==> src/rtl/mem_arbiter.sv <==
// mem_arbiter: shares one pipelined memory port between I/D fills
// and D-cache write-through stores; 8-word block fills.
module mem_arbiter #(
    parameter int ADDR_W = 16,
    parameter int DATA_W = 16
) (
    input  logic              clk,
    input  logic              rst_n,
    input  logic              i_req,
    input  logic [ADDR_W-1:0] i_addr,
    input  logic              d_req,
    input  logic [ADDR_W-1:0] d_addr,
    input  logic              wr_req,
    input  logic [ADDR_W-1:0] wr_addr,
    input  logic [DATA_W-1:0] wr_data,
    output logic              wr_ack,
    output logic              i_busy,
    output logic              d_busy,
    output logic              fill_we,
    output logic              fill_sel,
    output logic [2:0]        fill_word,
    output logic [DATA_W-1:0] fill_data,
    output logic              fill_done,
    output logic              mem_en,
    output logic              mem_wr,
    output logic [ADDR_W-1:0] mem_addr,
    output logic [DATA_W-1:0] mem_wdata,
    input  logic [DATA_W-1:0] mem_rdata,
    input  logic              mem_valid
);

    typedef enum logic {IDLE, FILL} state_t;

    localparam int BLK_W = ADDR_W - 4;

    state_t           state_q;
    logic [3:0]       iss_q;
    logic [2:0]       rcv_q;
    logic [BLK_W-1:0] blk_q;
    logic             sel_q;
    logic             last_q;

    logic             gnt_d;
    logic [BLK_W-1:0] blk_d;
    logic             in_fill;
    logic             issue;
    logic             recv;
    logic             last_word;
    logic             store;

    // Grant selection, issue/receive qualifiers (1 = D side)
    always_comb begin
        gnt_d = d_req;
        if (i_req && d_req) begin
            gnt_d = ~last_q;
        end
        blk_d = gnt_d ? d_addr[ADDR_W-1:4]
                      : i_addr[ADDR_W-1:4];
        in_fill   = (state_q == FILL);
        issue     = in_fill && !iss_q[3];
        recv      = in_fill && mem_valid;
        last_word = recv && (rcv_q == 3'd7);
        store     = !in_fill && wr_req;
    end

    // Control FSM: grant in IDLE, issue and collect 8 words in FILL
    always_ff @(posedge clk or negedge rst_n) begin
        if (!rst_n) begin
            state_q <= IDLE;
            iss_q   <= '0;
            rcv_q   <= '0;
            blk_q   <= '0;
            sel_q   <= 1'b0;
            last_q  <= 1'b0;
        end else begin
            unique case (state_q)
                IDLE: begin
                    if (!wr_req && (i_req || d_req)) begin
                        state_q <= FILL;
                        sel_q   <= gnt_d;
                        last_q  <= gnt_d;
                        blk_q   <= blk_d;
                        iss_q   <= '0;
                        rcv_q   <= '0;
                    end
                end
                FILL: begin
                    if (issue) begin
                        iss_q <= iss_q + 4'd1;
                    end
                    if (recv) begin
                        rcv_q <= rcv_q + 3'd1;
                    end
                    if (last_word) begin
                        state_q <= IDLE;
                        iss_q   <= '0;
                        rcv_q   <= '0;
                    end
                end
                default: state_q <= IDLE;
            endcase
        end
    end

    // Output decode; everything is forced low while reset is held
    always_comb begin
        mem_en    = 1'b0;
        mem_wr    = 1'b0;
        mem_addr  = '0;
        mem_wdata = '0;
        wr_ack    = 1'b0;
        fill_we   = 1'b0;
        fill_sel  = 1'b0;
        fill_word = '0;
        fill_data = '0;
        fill_done = 1'b0;
        i_busy    = 1'b0;
        d_busy    = 1'b0;
        if (rst_n) begin
            if (store) begin
                mem_en    = 1'b1;
                mem_wr    = 1'b1;
                mem_addr  = wr_addr;
                mem_wdata = wr_data;
                wr_ack    = 1'b1;
            end else if (issue) begin
                mem_en   = 1'b1;
                mem_addr = {blk_q, iss_q[2:0], 1'b0};
            end
            if (recv) begin
                fill_we   = 1'b1;
                fill_sel  = sel_q;
                fill_word = rcv_q;
                fill_data = mem_rdata;
                fill_done = last_word;
            end
            i_busy = i_req || (in_fill && !sel_q);
            d_busy = d_req || (in_fill && sel_q)
                  || (wr_req && !store);
        end
    end

endmodule

==> config.mk <==
export PLATFORM = sky130hd
export DESIGN_NAME = mem_arbiter
export DESIGN_NICKNAME = d
export VERILOG_FILES = /design/src/rtl/mem_arbiter.sv
export SDC_FILE = /design/constraint.sdc
export NUM_CORES = 1
export LEC_CHECK = 0
export BUFFER_PORTS_ARGS = -buffer_cell sky130_fd_sc_hd__clkbuf_2
export CAP_MARGIN = 25
export CORE_AREA = 4 4 70 72
export CTS_BUF_LIST = sky130_fd_sc_hd__clkbuf_2 sky130_fd_sc_hd__clkbuf_4 sky130_fd_sc_hd__clkbuf_8
export CTS_CLUSTER_SIZE = 16
export DETAILED_ROUTE_END_ITERATION = 16
export DIE_AREA = 0 0 74 76
export PLACE_DENSITY = 0.84
export SLEW_MARGIN = 20
export SYNTH_ARGS = -nofsm -noshare
export SYNTH_HDL_FRONTEND = slang
export SYNTH_SLANG_ARGS = --single-unit
export TNS_END_PERCENT = 1
==> constraint.sdc <==
create_clock -name clk -period 1.7 [get_ports clk]
set_input_delay 0 -clock clk [delete_from_list [all_inputs] [get_ports clk]]
set_output_delay 0 -clock clk [all_outputs]
set_load 0.1 [all_outputs]
==> results of run 1 <==
[power by group through the flow]
stage                     Combinational (mW)  Sequential (mW)  Clock (mW)
after detailed placement                3.21            0.957           0
after global placement                  3.14            0.945           0
final                                   3.23            0.954       0.323
after floorplan                         2.18            0.884           0
after CTS                               3.22            0.956       0.328
after global routing                    3.38            0.992       0.349
[metal layers]
layer | up-vias | routed length [um] | GRT usage [%]
met5 | - | 0 | 0
met2 | 84 | 2920 | 36.2
li1 | 831 | - | -
met4 | 0 | 72 | 3.99
met3 | 8 | 471 | 5.01
met1 | 789 | 1830 | 19.1
[critical path: stages, from the launching register on]
cell and delay, ps:
dfrtp_2 480, and3b_2 340, buf_6 170, a22o_1 200, buf_12 190
[per-stage QoR]
step	setup slack [ps]	power, mW	hold WS [ps]	area [um2]	cells
6_report	41.7	4.51	73.6	3330	348
5_1_grt	-25.2	4.72	93.9	3330	348
4_1_cts	13.9	4.51	73.7	3290	345
3_5_place_dp	121	4.16	50.5	3220	339
3_3_place_gp	188	4.09	43.6	3220	339
2_1_floorplan	-240	3.06	-296	1630	155
[layout make-up]
class | count | share of cell area, %
inverters | 3 | 0.338
multi-input cells | 120 | 30.9
well taps | 52 | 1.95
flip-flops and latches | 21 | 15.8
repair buffers | 148 | 49.6
clock buffers | 3 | 1.24
clock inverters | 1 | 0.150
[registers in the layout (all words and copies together) (netlist names)]
register	flops
rcv_q	3
iss_q	4
in_fill	1
last_q	1
blk_q	12
[logic make-up (layout without fill, tap and decap cells)]
kind of cell	Yosys count	in the layout	share of synthesized area [%]
AND/OR/NAND/NOR	59	59	21.8
adder cells (fa/ha/maj)	3	3	2.33
AO/OA/AOI/OAI	32	32	16.7
flip-flops	21	21	32.6
buffers and inverters	14	155	4.89
XOR/XNOR	1	1	0.544
multiplexers	25	25	21.1
[synth_stat cells]
library cell / instances / area (um2)
and2_1: 40 / 250
dfrtp_1: 21 / 526
mux2_4: 16 / 240
a22o_1: 15 / 131
mux2_2: 8 / 90.1
clkbuf_1: 6 / 22.5
nand2_1: 5 / 18.8
nor2_1: 4 / 15.0
ha_1: 3 / 37.5
inv_1: 3 / 11.3
o21ai_0: 3 / 15.0
a21bo_2: 2 / 20.0
a21oi_1: 2 / 10.0
a32o_1: 2 / 20.0
buf_2: 2 / 10.0
buf_4: 2 / 15.0
nand3_1: 2 / 10.0
o21a_1: 2 / 15.0
a21bo_4: 1 / 16.3
a21boi_0: 1 / 7.51
a31o_2: 1 / 8.76
a41oi_1: 1 / 8.76
and3_1: 1 / 6.26
and3b_1: 1 / 8.76
buf_12: 1 / 20.0
mux2i_1: 1 / 10.0
nor2b_1: 1 / 6.26
nor3_1: 1 / 5.00
nor3_2: 1 / 10.0
nor3b_1: 1 / 7.51
o21bai_1: 1 / 7.51
o32ai_1: 1 / 8.76
or2_2: 1 / 6.26
or3_1: 1 / 6.26
xnor2_1: 1 / 8.76
[worst max-delay path by stage]
stage,slack [ps],startpoint,endpoint
finish,40,in_fill,mem_addr[12]
global route,-30,in_fill,mem_addr[12]
CTS,10,in_fill,mem_addr[12]
detailed placement,120,in_fill,mem_wdata[15]
global placement,190,in_fill,mem_addr[13]
floorplan,-240,in_fill,fill_data[10]
[what timing repair did]
action,in CTS,in global routing
hold endpoints to repair,21,0
hold buffers,1,0
gates resized for setup,3,4
endpoints found under the setup margin,32,33
setup buffers,1,3
==> flow_summary.toml, run 1 <==
[outcome]
status = "complete, no violations"

[min_path]
whs_endpoint = "rcv_q[1]"
hold_start = "mem_valid"
min_path_cells = 3
hp-class = "input pin to register"

[synthesis]
synth-seq-cells = 21
netlist_area_um2 = 1610
synthesis.nets = 244
synth-seq-area-share_pct = 32.6
synth_area_per_cell_um2 = 10.4
yosys_warnings = 0
syn_inst = 155
synth_cell_types = 35

[floorplanning]
io_pins = 145
dieArea_um2 = 5620
core_area_um2 = 4290
fp.dieH_um = 76
start_util_pct = 37.5
rows = 24
die_x_um = 74

[drt]
drtPass1Iterations = 4
drt_iter0_drc = 77
ant_nets = 0
routed_via_density = 4.92
wirelength_um = 5290
wl_per_cell_um = 15.2
vias = 1712
drc = 0

[timing]
fin_crit_sh_pct = 97.5
min_period_ps = 1660
fin_worst_skew_ps = 9.94
clock.fmax_ghz = 0.603
worstMarginPinSlew_ps = 549
hold_viol_final = 0
tns_ps = 0
slew_viol_final = 0
slew_headroom_pct = 63.6
setup_violations = 0
rsz0062_at_grt = "yes"

[finish]
drive_above_1_share_pct = 65.5
area_growth_pct = 107
multi_input_area_um2 = 1030
layout_commonest_cell = "clkbuf_2"
final_cell_mix = "78 x clkbuf_2, 58 x buf_12, 31 x and2_1"
antenna_cells = 0
fin_nets = 386
post-route-util_pct = 77.6
fillCellCount = 254
seq_area_um2 = 527

[power]
combPwrFrac_pct = 71.7
peakVddDrop_mv = 0.926
p_int_mw = 2.23
power.density_nw_per_um2 = 1350
p_sw_mw = 2.28
p_seq_share_pct = 21.2
switching_share_pct = 50.5
clockPowerShare_pct = 7.2
power_leakage_nw = 1.62

[setup_path]
endpoint_kind = "output pin"
startpoint_type = "register"
reg2reg_depth = 5
setup.worst_path.class = "register to output pin"
reg2reg_from = "rcv_q[0]"
timing.rr.end = "iss_q[1]"
cp_max_fo = 12
required_ps = 1700
rrSetupSlack_ps = 190
crit_arrival_ps = 1660

[flow_run]
maxCapViolations = 0

[global_route]
grt_max_degree = 24
grt_usage_pct = 18.6
overflow = 0
grt_pass1_wl_um = 8430
first_global_vias = 1798
antenna_found_initial = 0

[clocking]
cts_buffer_depth = 2
cts_made_buffers = 3
ctsHtreeMaxLevel = 1
clkLatencyLatePin_ps = 260
cts-root-buf = "clkbuf_8"
clk_pin_slew_ps = 80
cts_tree = "yes"
cts.sinks = 21

[placement]
port_buffers = 136
hpwl_um = 4500
gp_congestion = 0.774
(Power assumes the default switching activity.)
==> run 2: changes to the inputs <==
CORE_AREA = 4 4 88 57   (was 4 4 70 72)
DIE_AREA = 0 0 92 61   (was 0 0 74 76)
PLACE_DENSITY = 0.85   (was 0.84)
SETUP_SLACK_MARGIN = 0.5   (was not set)
==> run 2 against run 1 <==
  * Register-to-register slack lost 70 ps
  * Clock power grew 7.1%
  * Via count grew 6.9%
  * Sequential share of layout area shrank 1.1 points
  * Final area grew 7.7%
  * Critical endpoint is now fill_sel
  * Largest cell class unchanged
==> flow_summary.toml, run 2 (synthesis gave the netlist of run 1 again) <==
[timing]
worstMarginPinSlew_ps = 366
slew_viol_final = 0
fin_crit_sh_pct = 96.2
fin_worst_skew_ps = 1.91
slew_headroom_pct = 75.6
clock.fmax_ghz = 0.612
hold_viol_final = 0
setup_violations = 0
rsz0062_at_grt = "yes"
tns_ps = 0
min_period_ps = 1640

[setup_path]
crit_path_end = "fill_sel"
cp_max_fo = 22
endpoint_kind = "output pin"
reg2reg_depth = 5
setup.worst_path.class = "register to output pin"
reg2reg_from = "rcv_q[0]"
crit_arrival_ps = 1640
required_ps = 1700
startpoint_type = "register"
timing.rr.end = "iss_q[2]"
rrSetupSlack_ps = 120
startpoint = "in_fill"

[finish]
multi_input_area_um2 = 1220
largest_register_ffs = 12
seq_area_um2 = 527
reg.largest.list = "blk_q: 12 flops, iss_q: 4 flops, rcv_q: 3 flops"
layout_commonest_cell = "clkbuf_2"
fin_nets = 388
top_register = "blk_q"
final_cell_mix = "77 x clkbuf_2, 59 x buf_12, 27 x and2_4"
post-route-util_pct = 87.6
area_growth_pct = 123
drive_above_1_share_pct = 80.5
antenna_cells = 0
fillCellCount = 197

[global_route]
first_global_vias = 1951
overflow = 0
antenna_found_initial = 0
grt_max_degree = 36
grt_usage_pct = 23.5
grt_pass1_wl_um = 10200

[placement]
gp_congestion = 0.761
port_buffers = 136
hpwl_um = 5420

[floorplanning]
core_area_um2 = 4100
fp.dieH_um = 61
start_util_pct = 39.3
io_pins = 145
rows = 18
die_x_um = 92
dieArea_um2 = 5610

[clocking]
cts.sinks = 21
cts_buffer_depth = 2
cts_tree = "yes"
ctsHtreeMaxLevel = 1
cts-root-buf = "clkbuf_8"
clk_pin_slew_ps = 80
cts_made_buffers = 3
clkLatencyLatePin_ps = 260

[drt]
ant_nets = 0
wl_per_cell_um = 20.4
vias = 1830
drt_iter0_drc = 75
drtPass1Iterations = 4
drc = 0
wirelength_um = 7310
routed_via_density = 5.11

[min_path]
hp-class = "input pin to register"

[power]
finalPower_mw = 4.87
power.density_nw_per_um2 = 1360
power_leakage_nw = 1.76
peakVddDrop_mv = 0.940

[outcome]
status = "complete, no violations"

[flow_run]
maxCapViolations = 0
==> run 2: cell types whose count changed in the layout (fill, tap and decap cells not counted), moves of 2 or more <==
cell    change
and2_1     -27
mux2_2      -2
buf_4       +2
and2_4     +27
a22o_1     -14
a22o_2      +3
mux2_4      +2
a22o_4     +11
==> run 2: repair_timing <==
action / in CTS / in global routing
endpoints found under the hold margin: 21 / 0
hold buffers: 1 / 0
gates resized for setup: 1 / 6
endpoints found under the setup margin: 80 / 80
gates cloned: 0 / 2
buffers inserted: 1 / 1
==> run 2: worst min-delay path by stage <==
| stage | start | endpoint | slack (ps) | cells after the start |
|---|---|---|---|---|
| 2_1_floorplan | rst_n | blk_q[0] | -300 | 0 |
| 3_3_place_gp | rst_n | rcv_q[1] | -160 | 1 |
| 3_5_place_dp | rst_n | rcv_q[1] | -150 | 1 |
| 4_1_cts | mem_valid | rcv_q[1] | 80 | 3 |
| 5_1_grt | d_addr[6] | blk_q[2] | 90 | 3 |
| 6_report | i_addr[6] | blk_q[2] | 100 | 3 |
==> run 2: worst max-delay path, cell delays in order, from the launching register on <==
cell and delay, ps:
dfrtp_2 430, buf_4 160, and3_1 190, buf_8 180, and2_1 210, buf_12 190
==> run 2: routing by layer <==
metal	vias up	wire, um	global-route usage (%)
li1	831	-	-
met1	889	2750	26.2
met2	91	3830	45.6
met3	19	563	6.57
met4	0	176	5.50
met5	-	0	0
==> run 2: area by class of cell <==
| cell class | count | share of cell area [%] |
|---|---|---|
| repair buffers | 150 | 47.4 |
| inverters | 3 | 0.314 |
| flip-flops and latches | 21 | 14.7 |
| multi-input cells | 120 | 34.1 |
| clock buffers | 4 | 1.36 |
| well taps | 60 | 2.09 |
==> run 2: stage by stage <==
stage / worst slack [ps] / hold slack [ps] / std cells / cell area [um2]
after floorplan: 284 / -296 / 155 / 1850
after global placement: 244 / -163 / 349 / 3460
after detailed placement: 118 / -149 / 349 / 3460
after CTS: 42.9 / 81.0 / 355 / 3530
after global routing: 6.80 / 92.7 / 358 / 3590
final: 65.0 / 95.8 / 358 / 3590
==> run 2: report_power, final <==
group | total, mW | switching, mW | internal [mW] | leakage, nW
sequential | 1.01 | 0.271 | 0.741 | 0.254
clock | 0.346 | 0.163 | 0.183 | 0.0262
combinational | 3.52 | 2.03 | 1.49 | 1.48
total | 4.87 | 2.46 | 2.41 | 1.76
